## config.mk

```make
export PLATFORM = sky130hd
export DESIGN_NAME = phase_sweep_sequencer
export DESIGN_NICKNAME = d
export VERILOG_FILES = /design/src/rtl/tdc_clk_pkg.sv /design/src/rtl/phase_step_timer.sv /design/src/rtl/phase_sweep_sequencer.sv
export SDC_FILE = /design/constraint.sdc
export NUM_CORES = 1
export LEC_CHECK = 0
export CORE_ASPECT_RATIO = 2
export CORE_UTILIZATION = 40
export DETAILED_ROUTE_END_ITERATION = 12
export HOLD_SLACK_MARGIN = 0.05
export PLACE_DENSITY = 0.67
export SLEW_MARGIN = 5
export SYNTH_ARGS = -nofsm -noshare
export SYNTH_HDL_FRONTEND = slang
export SYNTH_SLANG_ARGS = --single-unit
```

## constraint.sdc

```tcl
create_clock -name scanclk -period 4.1 [get_ports scanclk]
set_clock_uncertainty 0.05 [all_clocks]
set_input_delay 0.615 -clock scanclk [delete_from_list [all_inputs] [get_ports scanclk]]
set_output_delay 0.615 -clock scanclk [all_outputs]
set_load 0.05 [all_outputs]
```

## src/rtl/tdc_clk_pkg.sv

```systemverilog
// Shared types and constants for the TDC calibration clocking blocks.
package tdc_clk_pkg;
  typedef enum logic [2:0] {
    S_IDLE, S_ISSUE, S_WAIT_LO, S_WAIT_HI, S_DWELL, S_NEXT, S_FIN
  } state_t;

  localparam int CNTSEL_W = 5;
  localparam logic UP = 1'b1;
  localparam logic DN = 1'b0;
  localparam logic [CNTSEL_W-1:0] CNTSEL_EIGHTH = 5'b00001;

  function automatic int max_i(input int a, input int b);
    return (a > b) ? a : b;
  endfunction
endpackage

```

## src/rtl/phase_step_timer.sv

```systemverilog
// Loadable down-counter that saturates at zero; shared dwell/timeout timer.
module phase_step_timer #(
  parameter int W = 16
) (
  input  logic         scanclk,
  input  logic         rst_n,
  input  logic         load,
  input  logic [W-1:0] load_val,
  input  logic         dec,
  output logic         zero,
  output logic         zero_nxt
);
  logic [W-1:0] cnt_q, cnt_d;

  always_comb begin
    cnt_d = cnt_q;
    if (load)                    cnt_d = load_val;
    else if (dec && cnt_q != '0) cnt_d = cnt_q - 1'b1;
  end

  always_ff @(posedge scanclk or negedge rst_n)
    if (!rst_n) cnt_q <= '0;
    else        cnt_q <= cnt_d;

  assign zero     = (cnt_q == '0);
  assign zero_nxt = (cnt_d == '0);
endmodule

```

## src/rtl/phase_sweep_sequencer.sv

```systemverilog
// Drives the DPLL dynamic-phase FSM through a programmed sweep of single phase
// steps, dwelling after each forward step and optionally returning to start.
module phase_sweep_sequencer
  import tdc_clk_pkg::*;
#(
  parameter int STEP_W      = 8,
  parameter int DWELL_W     = 16,
  parameter int TIMEOUT_CYC = 4096
) (
  input  logic                scanclk,
  input  logic                rst_n,
  input  logic                start,
  input  logic                abort,
  input  logic [STEP_W-1:0]   cfg_steps,
  input  logic                cfg_dir,
  input  logic [CNTSEL_W-1:0] cfg_cntsel,
  input  logic [DWELL_W-1:0]  cfg_dwell,
  input  logic                cfg_return,
  input  logic                dpll_done,
  output logic                change_phase,
  output logic [CNTSEL_W-1:0] cntsel,
  output logic                updn,
  output logic                capture_strobe,
  output logic [STEP_W-1:0]   step_idx,
  output logic                busy,
  output logic                sweep_done,
  output logic                err_timeout
);
  localparam int TMR_W = max_i(DWELL_W, $clog2(TIMEOUT_CYC));
  localparam logic [TMR_W-1:0] TMO_LD = TMR_W'(TIMEOUT_CYC - 1);

  state_t              state_q, state_d;
  logic [STEP_W-1:0]   steps_q, steps_d, step_idx_q, step_idx_d;
  logic [DWELL_W-1:0]  dwell_q, dwell_d;
  logic                dir_q, dir_d, ret_en_q, ret_en_d, ret_ph_q, ret_ph_d;
  logic [CNTSEL_W-1:0] cntsel_q, cntsel_d;
  logic                updn_q, updn_d, err_q, err_d;
  logic                change_phase_q, change_phase_d, capture_q, capture_d;
  logic                busy_q, busy_d, done_q, done_d;
  logic                tmr_load, tmr_dec, tmr_zero, tmr_zero_nxt;
  logic [TMR_W-1:0]    tmr_val, dwell_ld;

  // A programmed dwell of 0 behaves as 1 cycle.
  assign dwell_ld = (dwell_q == '0) ? '0 : TMR_W'(dwell_q) - 1'b1;

  phase_step_timer #(.W(TMR_W)) u_tmr (
    .scanclk  (scanclk),
    .rst_n    (rst_n),
    .load     (tmr_load),
    .load_val (tmr_val),
    .dec      (tmr_dec),
    .zero     (tmr_zero),
    .zero_nxt (tmr_zero_nxt)
  );

  always_comb begin
    state_d    = state_q;
    steps_d    = steps_q;
    dwell_d    = dwell_q;
    dir_d      = dir_q;
    ret_en_d   = ret_en_q;
    ret_ph_d   = ret_ph_q;
    cntsel_d   = cntsel_q;
    updn_d     = updn_q;
    err_d      = err_q;
    step_idx_d = step_idx_q;
    tmr_load   = 1'b0;
    tmr_val    = TMO_LD;
    tmr_dec    = 1'b0;
    case (state_q)
      S_IDLE: if (start && !abort) begin
        steps_d    = cfg_steps;
        dwell_d    = cfg_dwell;
        dir_d      = cfg_dir;
        ret_en_d   = cfg_return;
        ret_ph_d   = 1'b0;
        cntsel_d   = cfg_cntsel;
        updn_d     = cfg_dir ? UP : DN;
        err_d      = 1'b0;
        step_idx_d = '0;
        state_d    = (cfg_steps == '0) ? S_FIN : S_ISSUE;
      end
      S_ISSUE: begin
        tmr_load = 1'b1;
        state_d  = S_WAIT_LO;
      end
      S_WAIT_LO: begin
        tmr_dec = 1'b1;
        if (!dpll_done)    state_d = S_WAIT_HI;
        else if (tmr_zero) begin err_d = 1'b1; state_d = S_IDLE; end
      end
      S_WAIT_HI: begin
        tmr_dec = 1'b1;
        if (dpll_done) begin
          if (ret_ph_q) begin
            step_idx_d = step_idx_q - 1'b1;
            state_d    = S_NEXT;
          end else begin
            step_idx_d = step_idx_q + 1'b1;
            tmr_load   = 1'b1;
            tmr_val    = dwell_ld;
            state_d    = S_DWELL;
          end
        end else if (tmr_zero) begin
          err_d   = 1'b1;
          state_d = S_IDLE;
        end
      end
      S_DWELL: begin
        tmr_dec = 1'b1;
        if (tmr_zero) state_d = S_NEXT;
      end
      S_NEXT: begin
        if (!ret_ph_q) begin
          if (step_idx_q < steps_q) state_d = S_ISSUE;
          else if (ret_en_q) begin
            ret_ph_d = 1'b1;
            updn_d   = ~dir_q;
            state_d  = S_ISSUE;
          end else state_d = S_FIN;
        end else begin
          state_d = (step_idx_q != '0) ? S_ISSUE : S_FIN;
        end
      end
      S_FIN:   state_d = S_IDLE;
      default: state_d = S_IDLE;
    endcase
    // Abort wins over everything: freeze position and error, drop to IDLE.
    if (abort) begin
      state_d    = S_IDLE;
      step_idx_d = step_idx_q;
      err_d      = err_q;
      updn_d     = updn_q;
      ret_ph_d   = ret_ph_q;
      tmr_load   = 1'b0;
      tmr_dec    = 1'b0;
    end
    change_phase_d = (state_d == S_ISSUE);
    busy_d         = (state_d != S_IDLE);
    done_d         = (state_d == S_FIN);
    capture_d      = (state_d == S_DWELL) && tmr_zero_nxt;
  end

  always_ff @(posedge scanclk or negedge rst_n)
    if (!rst_n) begin
      state_q        <= S_IDLE;
      steps_q        <= '0;
      dwell_q        <= '0;
      dir_q          <= 1'b0;
      ret_en_q       <= 1'b0;
      ret_ph_q       <= 1'b0;
      cntsel_q       <= '0;
      updn_q         <= 1'b0;
      err_q          <= 1'b0;
      step_idx_q     <= '0;
      change_phase_q <= 1'b0;
      capture_q      <= 1'b0;
      busy_q         <= 1'b0;
      done_q         <= 1'b0;
    end else begin
      state_q        <= state_d;
      steps_q        <= steps_d;
      dwell_q        <= dwell_d;
      dir_q          <= dir_d;
      ret_en_q       <= ret_en_d;
      ret_ph_q       <= ret_ph_d;
      cntsel_q       <= cntsel_d;
      updn_q         <= updn_d;
      err_q          <= err_d;
      step_idx_q     <= step_idx_d;
      change_phase_q <= change_phase_d;
      capture_q      <= capture_d;
      busy_q         <= busy_d;
      done_q         <= done_d;
    end

  assign change_phase   = change_phase_q;
  assign cntsel         = cntsel_q;
  assign updn           = updn_q;
  assign capture_strobe = capture_q;
  assign step_idx       = step_idx_q;
  assign busy           = busy_q;
  assign sweep_done     = done_q;
  assign err_timeout    = err_q;
endmodule

```

# Yosys cells after proc, flatten, opt, wreduce, memory -nomap -nowiden
# Cells that the tools add are included.
# word_totals
regBits	65
in_bits	36
out_inout_bits	19
wordCells	102
# op_classes
addsub	4
order_cmp	1
eq_ne	15
n_mux	44
n_bitwise	2
n_reduce_logical	21
# ops
op	count
16-bit 2-to-1 mux	6
16-bit zero test	3
3-bit 2-to-1 mux	11
16-bit by 1-bit subtractor with 16-bit output (second input constant)	2
8-bit 2-to-1 mux	3
1-bit 2-to-1 mux	18
3-bit case mux with 6 select lines	1
8-bit case mux with 2 select lines	1
16-bit nonzero test	1
2-bit != test (second input constant)	7
3-bit == test (second input constant)	4
8-bit by 1-bit adder with 8-bit output (second input constant)	1
8-bit zero test	1
8-bit < comparator	1
8-bit nonzero test	1
8-bit by 1-bit subtractor with 8-bit output (second input constant)	1
3-bit by 1-bit == test with 1-bit output (second input constant)	2
3-bit by 2-bit == test with 1-bit output (second input constant)	2
1-bit case mux with 2 select lines	3
6-bit AND reduction	1
3-bit nonzero test	2
5-bit AND reduction	1
4-bit AND reduction	1
2-bit nonzero test	2
other kinds (8)	11

# Depth between registers and ports, before layout
# Gate-level depths: netlist of the first run.
# logic_depth
depth_word	9
ltp_mapped	10
depth_no_buf	9

# Hierarchy
# From an unflattened synthesis of the first run, not the netlist that was laid out.
# unflattened
cells_unflattened	468
hier_area_um2	4046.4
# modules_own_cells
mod	n_inst	cells_each	area_per_inst_um2	seq_area_each_um2
phase_sweep_sequencer	1	345	2931.6	1226.2
phase_step_timer	1	123	1114.8	400.4

# Worst setup path before layout of the first run
# No wires, ideal clock.
# synth_timing
path_kind	register to register
start	register u_tmr.cnt_q[4]
end	register capture_q (netlist: capture_strobe)
setup_ps	95
t_arrival_ps	2814
required_ps	3955
setup_slack_ps	1141
path_stages_with_launch	9
n_path_buf	1
synth_period_minus_slack_ps	2959
cell_sequence	dfrtp_1 -> or3_4 -> or4b_1 -> clkbuf_1 -> nor4b_1 -> xnor2_1 -> o22ai_1 -> or4_1 -> nor4b_2
# synth_between
elab_cells_between_ends	15
cone_classes	add/sub: 1; eq/ne: 1; mux: 8; reduce/logical: 5
# synth_lines
element	line	rtl
start: declaration	phase_step_timer.sv:13	logic [W-1:0] cnt_q, cnt_d;
start signal: assignment	phase_step_timer.sv:23	else cnt_q <= cnt_d;
branches (longest 2 deep; another with 16-bit by 1-bit subtractor with 16-bit output)	--	
16-bit 2-to-1 mux (*)	phase_step_timer.sv:18	else if (dec && cnt_q != '0) cnt_d = cnt_q - 1'b1;
16-bit 2-to-1 mux (*)	phase_step_timer.sv:17	if (load) cnt_d = load_val;
named net u_tmr.cnt_d[14]	phase_step_timer.sv:13	
16-bit zero test (*)	phase_step_timer.sv:26	assign zero_nxt = (cnt_d == '0);
1-bit logical AND (*)	phase_sweep_sequencer.sv:141	capture_d = (state_d == S_DWELL) && tmr_zero_nxt;
named net capture_d	phase_sweep_sequencer.sv:38	logic change_phase_q, change_phase_d, capture_q, capture_d;
end signal: assignment	phase_sweep_sequencer.sv:172	capture_q <= capture_d;
end: declaration	phase_sweep_sequencer.sv:38	
# Mark *: on every way through the listed nets, which the timed path passes.
# A chain may end at the register's enable or synchronous reset.

# Worst setup path after layout of the first run
# layout_timing
start	register dwell_q[0]
end	register capture_q (netlist: capture_strobe)
# layout_between
elab_chain_cells	8
elab_cells_between_ends	9
cone_classes	add/sub: 1; mux: 5; reduce/logical: 3
# layout_lines
element	line	rtl
start: declaration	phase_sweep_sequencer.sv:34	logic [DWELL_W-1:0] dwell_q, dwell_d;
start signal: assignment	phase_sweep_sequencer.sv:163	dwell_q <= dwell_d;
16-bit by 1-bit subtractor with 16-bit output or 16-bit zero test (tied branches)	phase_sweep_sequencer.sv:44	assign dwell_ld = (dwell_q == '0) ? '0 : TMR_W'(dwell_q) - 1'b1;
16-bit 2-to-1 mux (*)	phase_sweep_sequencer.sv:44	
16-bit 2-to-1 mux (*)	phase_sweep_sequencer.sv:95	if (ret_ph_q) begin
16-bit 2-to-1 mux (*)	phase_sweep_sequencer.sv:94	if (dpll_done) begin
16-bit 2-to-1 mux (*)	phase_sweep_sequencer.sv:70	case (state_q)
16-bit 2-to-1 mux (*)	phase_step_timer.sv:17	
named net u_tmr.cnt_d[14]	phase_step_timer.sv:13	
16-bit zero test (*)	phase_step_timer.sv:26	
1-bit logical AND (*)	phase_sweep_sequencer.sv:141	
named net capture_d	phase_sweep_sequencer.sv:38	
# Mark *: on every way through the listed nets, which the timed path passes. The rest lies on a longest branch.

==> impl_metrics.env, run 1 <==
export IMPL_synth_enable_flop_cells=0
export IMPL_seq_area_frac_synth_pct=41.4
export IMPL_fin_crit_sh_pct=80.6
export IMPL_avgViaCountPerCell=5.61
export IMPL_first_global_vias=3683
export IMPL_layout_drive_gt1_share_pct=8.69
export IMPL_syn2layout_area_growth_pct=23.3
export IMPL_ant_nets=0
export IMPL_fin_crit_ns=3.31
export IMPL_n_fill_cell=893
export IMPL_drtIter0Drc=139
export IMPL_io_pin_count=55
export IMPL_ctsRootBufferMaster="clkbuf_16"
export IMPL_tightest_slew_ns=1.07
export IMPL_fin_area_sq_mm=0.00485
export IMPL_critical_path_class="reg2reg"
export IMPL_p_comb_share_pct=30.1
export IMPL_tns_ns=0
export IMPL_synthCells=438
export IMPL_cts_max_path_buffers=2
export IMPL_cts_hold_buf=0
export IMPL_wl_per_cell_microns=17.8
export IMPL_multi_input_area_sq_mm=0.00217
export IMPL_die_x_microns=72.1
export IMPL_setup_worst_path_end_class="flop"
export IMPL_irDropWorstVdd_mv=0.366
export IMPL_slew_limit_headroom_pct=28.4
export IMPL_cts_sinks=65
export IMPL_drtPass1Iterations=5
export IMPL_syn_num_nets=491
export IMPL_place_area_sq_mm=0.00458
export IMPL_grt_overflow=0
export IMPL_yosys_warnings=0
export IMPL_async_flop_share_pct=100
export IMPL_outcome="finished clean"
export IMPL_coreArea_sq_mm=0.00945
export IMPL_post_cts_buffers=0
export IMPL_dp_hpwl_microns=8660
export IMPL_wl_microns=11100
export IMPL_die_area_sq_mm=0.0102
export IMPL_routed_via_count=3506
export IMPL_clkLatencyLatePin_ns=0.34
export IMPL_grt_use_total_pct=23.7
export IMPL_synth_ff_type="dfrtp_1"
export IMPL_arrival_ns=3.50
export IMPL_leakage_nw=2.08
export IMPL_synth_top_area_share_pct=41.4
export IMPL_final_cell_mix="91 x nand2_1, 65 x dfrtp_1, 53 x clkdlybuf4s50_1"
export IMPL_register_area_sq_mm=0.00163
export IMPL_cellPowerDensity_mw_per_mm2=489
export IMPL_fin_nets=543
export IMPL_synth_seq_cells=65
export IMPL_grt_antenna_before_repair=0
export IMPL_port_buffers=54
export IMPL_cts_tree="yes"
export IMPL_finalMaxSlewViolations=0
export IMPL_cap_violations=0
export IMPL_drc=0
export IMPL_finalSetupViolations=0
export IMPL_die_y_microns=142
export IMPL_layout_commonest_cell="nand2_1"
export IMPL_synth_cell_types=64
export IMPL_synth_area_top_cells="dfrtp_1 41%, nand2_1 8.7%, ha_1 5.1%"
export IMPL_ctsResizeCount=0
export IMPL_worstPathRequired_ns=4.29
export IMPL_rows=50
export IMPL_syn_mean_instance_area_sq_um=8.97
export IMPL_grt_max_degree=48
export IMPL_syn_area_sq_mm=0.00393
export IMPL_yosys_area_top_type="dfrtp_1"
export IMPL_start_kind="flop"
export IMPL_power_internal_mw=1.50
export IMPL_hold_ws_ns=0.426
export IMPL_swShare_pct=36.8
export IMPL_grt_pass1_wl_microns=18100
export IMPL_pwr_share_seq_pct=41.0
export IMPL_utilization_pct=51.3
export IMPL_hold_violations=0
export IMPL_numCtsBuffers=9
export IMPL_antenna_diode_count=0
export IMPL_pwr_share_clk_pct=28.9
export IMPL_worst_path_max_fanout=4
export IMPL_gp_congestion=0.978
export IMPL_min_path_type="in2async"
export IMPL_clkTransAtPathRegs_ns=0.06
export IMPL_rsz0062_at_grt="false"
export IMPL_fmax_ghz=0.302
export IMPL_p_switching_uw=873
export IMPL_initial_core_util_pct=41.6
export IMPL_cts_max_level=3
## registers in the layout, indices dropped and copies added, names as in the netlist, 3 cells and up
register,cells
dwell_q,16
steps_q,8
step_idx,8
state_q,3
cntsel,5
u_tmr.cnt_q,16
## Yosys cell counts, types with 2 or more instances
library cell,instances
nand2_1,91
dfrtp_1,65
a21oi_1,32
nor2_1,21
ha_1,16
inv_1,16
xnor2_1,16
o21ai_0,14
clkbuf_1,13
nor4_1,12
mux2_2,9
nand3_1,9
xor2_1,8
nor3_1,7
a211oi_1,6
a22o_1,6
and2_1,6
or3_1,6
a21o_1,5
nand2b_1,5
nor2b_1,4
nor4b_1,4
o21bai_1,4
o22ai_1,4
or4_1,4
a2111oi_0,3
a31oi_1,3
nor3b_1,3
o31ai_1,3
a211o_1,2
a2bb2oi_1,2
nand4_1,2
o211ai_1,2
or2_2,2
or3_2,2
or3_4,2
or4_2,2
## path summary, 6_finish.rpt
kind / cells after the start / slack, ns / end / start
setup reg to reg: 8 / 0.79 / capture_strobe$_DFF_PN0_ / dwell_q[0]$_DFFE_PN0P_
hold reg to reg: 2 / 0.43 / cntsel[2]$_DFFE_PN0P_ / cntsel[2]$_DFFE_PN0P_
setup / recovery: 8 / 0.79 / capture_strobe$_DFF_PN0_ / dwell_q[0]$_DFFE_PN0P_
min in group scanclk: 2 / 0.43 / cntsel[2]$_DFFE_PN0P_ / cntsel[2]$_DFFE_PN0P_
hold / removal: 1 / 0.43 / step_idx[5]$_DFFE_PN0P_ / rst_n
max in group asynchronous: 2 / 2.70 / u_tmr.cnt_q[10]$_DFF_PN0_ / rst_n
## through the flow
| step | total power, mW | setup WS [ns] | instances |
|---|---|---|---|
| 3_3_place_gp | 1.67 | 0.773 | 609 |
| 2_1_floorplan | 1.42 | 1.14 | 438 |
| 3_5_place_dp | 1.70 | 0.752 | 609 |
| 5_1_grt | 2.52 | 0.612 | 625 |
| 6_report | 2.37 | 0.794 | 625 |
| 4_1_cts | 2.39 | 0.880 | 625 |
## power groups by stage
stage / Sequential (mW) / Combinational [mW] / Clock (mW)
CTS: 0.973 / 0.717 / 0.699
detailed placement: 0.984 / 0.712 / 0
finish: 0.973 / 0.713 / 0.685
floorplan: 1.00 / 0.417 / 0
global placement: 0.977 / 0.696 / 0
global route: 1.00 / 0.786 / 0.726
## critical path: stages (launching register included)
cell	delay, ns
dfrtp_1	0.39
inv_1	0.13
ha_1	0.24
nor4b_1	0.66
nand4_1	0.44
nand2_1	0.26
o22ai_1	0.15
or4_1	0.61
nor4b_2	0.29
## layer usage
metal	track usage [%]	up-vias	wire length, microns
met4	21.6	0	962
met5	0	-	0
met1	23.2	1683	3800
met3	4.11	50	307
met2	41.2	91	6030
li1	-	1682	-
## final cells by class
type	count	area share (%)
clock buffers	10	4.73
clock inverters	6	0.723
inverters	16	1.24
multi-input cells	341	44.9
flip-flops and latches	65	33.6
well taps	130	3.36
repair buffers	57	11.5
## kinds of logic (layout without fill, tap and decap cells)
family	Yosys count	in the layout	share of synthesized area (%)
muxes	10	10	2.83
xor gates and xnor gates	24	24	5.35
and+or+nand+nor	193	193	25.2
DFF	65	65	41.4
buffers and inverters	32	89	3.38
AOI/OAI and AO/OA	97	97	16.3
adders and majority gates	17	17	5.61
(Power assumes the default switching activity.)
==> run 2, diff against run 1 <==
- PLACE_DENSITY: 0.67 -> 0.7
- clock period: 4.1 -> 2.7 ns (I/O delays scaled with it)
==> impl_metrics.env, run 2 (synthesis results as in run 1) <==
export IMPL_cap_violations=0
export IMPL_violations="negative setup slack"
export IMPL_fin_nets=617
export IMPL_n_fill_cell=832
export IMPL_fin_crit_sh_pct=106
export IMPL_syn2layout_area_growth_pct=40.7
export IMPL_finalSetupViolations=1
export IMPL_tightest_slew_ns=0.686
export IMPL_grt_overflow=0
export IMPL_dp_hpwl_microns=8970
export IMPL_first_global_vias=4091
export IMPL_outcome="finished with violations"
export IMPL_drc=0
export IMPL_top_regs="dwell_q (16), u_tmr.cnt_q (16)"
export IMPL_clkTransAtPathRegs_ns=0.06
export IMPL_worst_path_max_fanout=6
export IMPL_ant_nets=0
export IMPL_min_path_type="in2async"
export IMPL_cts_sinks=65
export IMPL_utilization_pct=58.5
export IMPL_antenna_diode_count=0
export IMPL_layout_drive_gt1_share_pct=22.8
export IMPL_cpMostUsedCell="nor4b_4"
export IMPL_setup_worst_path_end_class="flop"
export IMPL_die_x_microns=72.1
export IMPL_hold_violations=0
export IMPL_setup_ws_ns=-0.164
export IMPL_cts_max_path_buffers=2
export IMPL_clkLatencyLatePin_ns=0.34
export IMPL_routed_via_count=3851
export IMPL_finalPower_mw=4.00
export IMPL_grt_pass1_wl_microns=19100
export IMPL_io_pin_count=55
export IMPL_wl_microns=11400
export IMPL_irDropWorstVdd_mv=0.549
export IMPL_grt_max_degree=31
export IMPL_max_stage_delay_ns=0.53
export IMPL_cts_tree="yes"
export IMPL_wl_per_cell_microns=16.4
export IMPL_numCtsBuffers=9
export IMPL_gp_congestion=0.925
export IMPL_rsz0062_at_grt="true"
export IMPL_port_buffers=54
export IMPL_grt_use_total_pct=24.4
export IMPL_critical_path_class="reg2reg"
export IMPL_die_area_sq_mm=0.0102
export IMPL_crit_chain="or3_4 > or4b_4 > buf_6 > nor4b_4 > xnor2_1 > o22ai_1 > or4_4 > nor4b_4"
export IMPL_r2r_setup_slack_ns=-0.16
export IMPL_crit_path_top_delay_cell="or4b_4"
export IMPL_fin_area_sq_mm=0.00553
export IMPL_avgViaCountPerCell=5.51
export IMPL_initial_core_util_pct=41.6
export IMPL_drtPass1Iterations=5
export IMPL_coreArea_sq_mm=0.00945
export IMPL_hold_ws_ns=0.0534
export IMPL_grt_antenna_before_repair=0
export IMPL_layout_commonest_cell="nand2_1"
export IMPL_leakage_nw=2.48
export IMPL_fmax_ghz=0.349
export IMPL_ctsRootBufferMaster="clkbuf_16"
export IMPL_fin_crit_ns=2.86
export IMPL_slew_limit_headroom_pct=54.3
export IMPL_die_y_microns=142
export IMPL_cellPowerDensity_mw_per_mm2=724
export IMPL_cts_hold_buf=0
export IMPL_register_area_sq_mm=0.00163
export IMPL_start_kind="flop"
export IMPL_post_cts_buffers=0
export IMPL_place_area_sq_mm=0.00517
export IMPL_rows=50
export IMPL_drtIter0Drc=136
export IMPL_worstPathRequired_ns=2.89
export IMPL_cts_max_level=3
export IMPL_finalMaxSlewViolations=0
export IMPL_final_cell_mix="91 x nand2_1, 76 x buf_4, 64 x dfrtp_1"
export IMPL_arrival_ns=3.05
export IMPL_multi_input_area_sq_mm=0.00226
==> run 2: final cells by class <==
type / instances / area share (%)
multi-input combinational: 341 / 40.9
sequential: 65 / 29.4
timing repair buffer: 131 / 20.2
clock buffer: 11 / 4.39
tap: 130 / 2.94
inverter: 16 / 1.09
clock inverter: 5 / 0.996
==> run 2: worst paths after layout <==
kind                                               start                   endpoint  depth (start not counted)
worst min-delay path                               rst_n    step_idx[4]$_DFFE_PN0P_                          1
worst min register to register     cntsel[3]$_DFFE_PN0P_      cntsel[3]$_DFFE_PN0P_                          2
worst max register to register  u_tmr.cnt_q[4]$_DFF_PN0_   capture_strobe$_DFF_PN0_                          8
min in group scanclk               cntsel[3]$_DFFE_PN0P_      cntsel[3]$_DFFE_PN0P_                          2
max in group asynchronous                          rst_n  u_tmr.cnt_q[12]$_DFF_PN0_                          2
worst max-delay path            u_tmr.cnt_q[4]$_DFF_PN0_   capture_strobe$_DFF_PN0_                          8
==> run 2: repair_timing <==
| item | CTS | global route |
|---|---|---|
| endpoints found under the setup margin | 2 | 2 |
| pin swaps | 2 | 4 |
| gates resized for setup | 14 | 3 |
==> run 2: worst max-delay path, delay by kind of cell (launching register included) <==
kind            cells  cell delay (ns)
xor+xnor            1             0.15
simple gates        5             1.91
compound gates      1             0.11
buf+inv             1             0.16
flops               1             0.39
==> run 2: power breakdown <==
| group | switching (mW) | leakage (nW) | total [mW] | internal, mW |
|---|---|---|---|---|
| Combinational | 0.747 | 1.54 | 1.42 | 0.669 |
| Sequential | 0.206 | 0.797 | 1.42 | 1.22 |
| Clock | 0.426 | 0.142 | 1.16 | 0.736 |
==> run 2: per-layer routing <==
layer / vias to the layer above / wire (microns) / global-route usage (%)
li1: 1824 / - / -
met1: 1856 / 4090 / 24.2
met2: 124 / 6370 / 44.5
met3: 47 / 304 / 4.60
met4: 0 / 675 / 16.6
met5: - / 0 / 0
==> run 2: per-stage QoR <==
stage                     std cells  setup WS, ns  TNS [ns]
final                           699        -0.164    -0.164
after global placement          683        -0.309    -0.309
after detailed placement        683        -0.266    -0.294
after floorplan                 438       -0.0756   -0.0756
after CTS                       699        -0.125    -0.125
after global routing            699        -0.258    -0.258
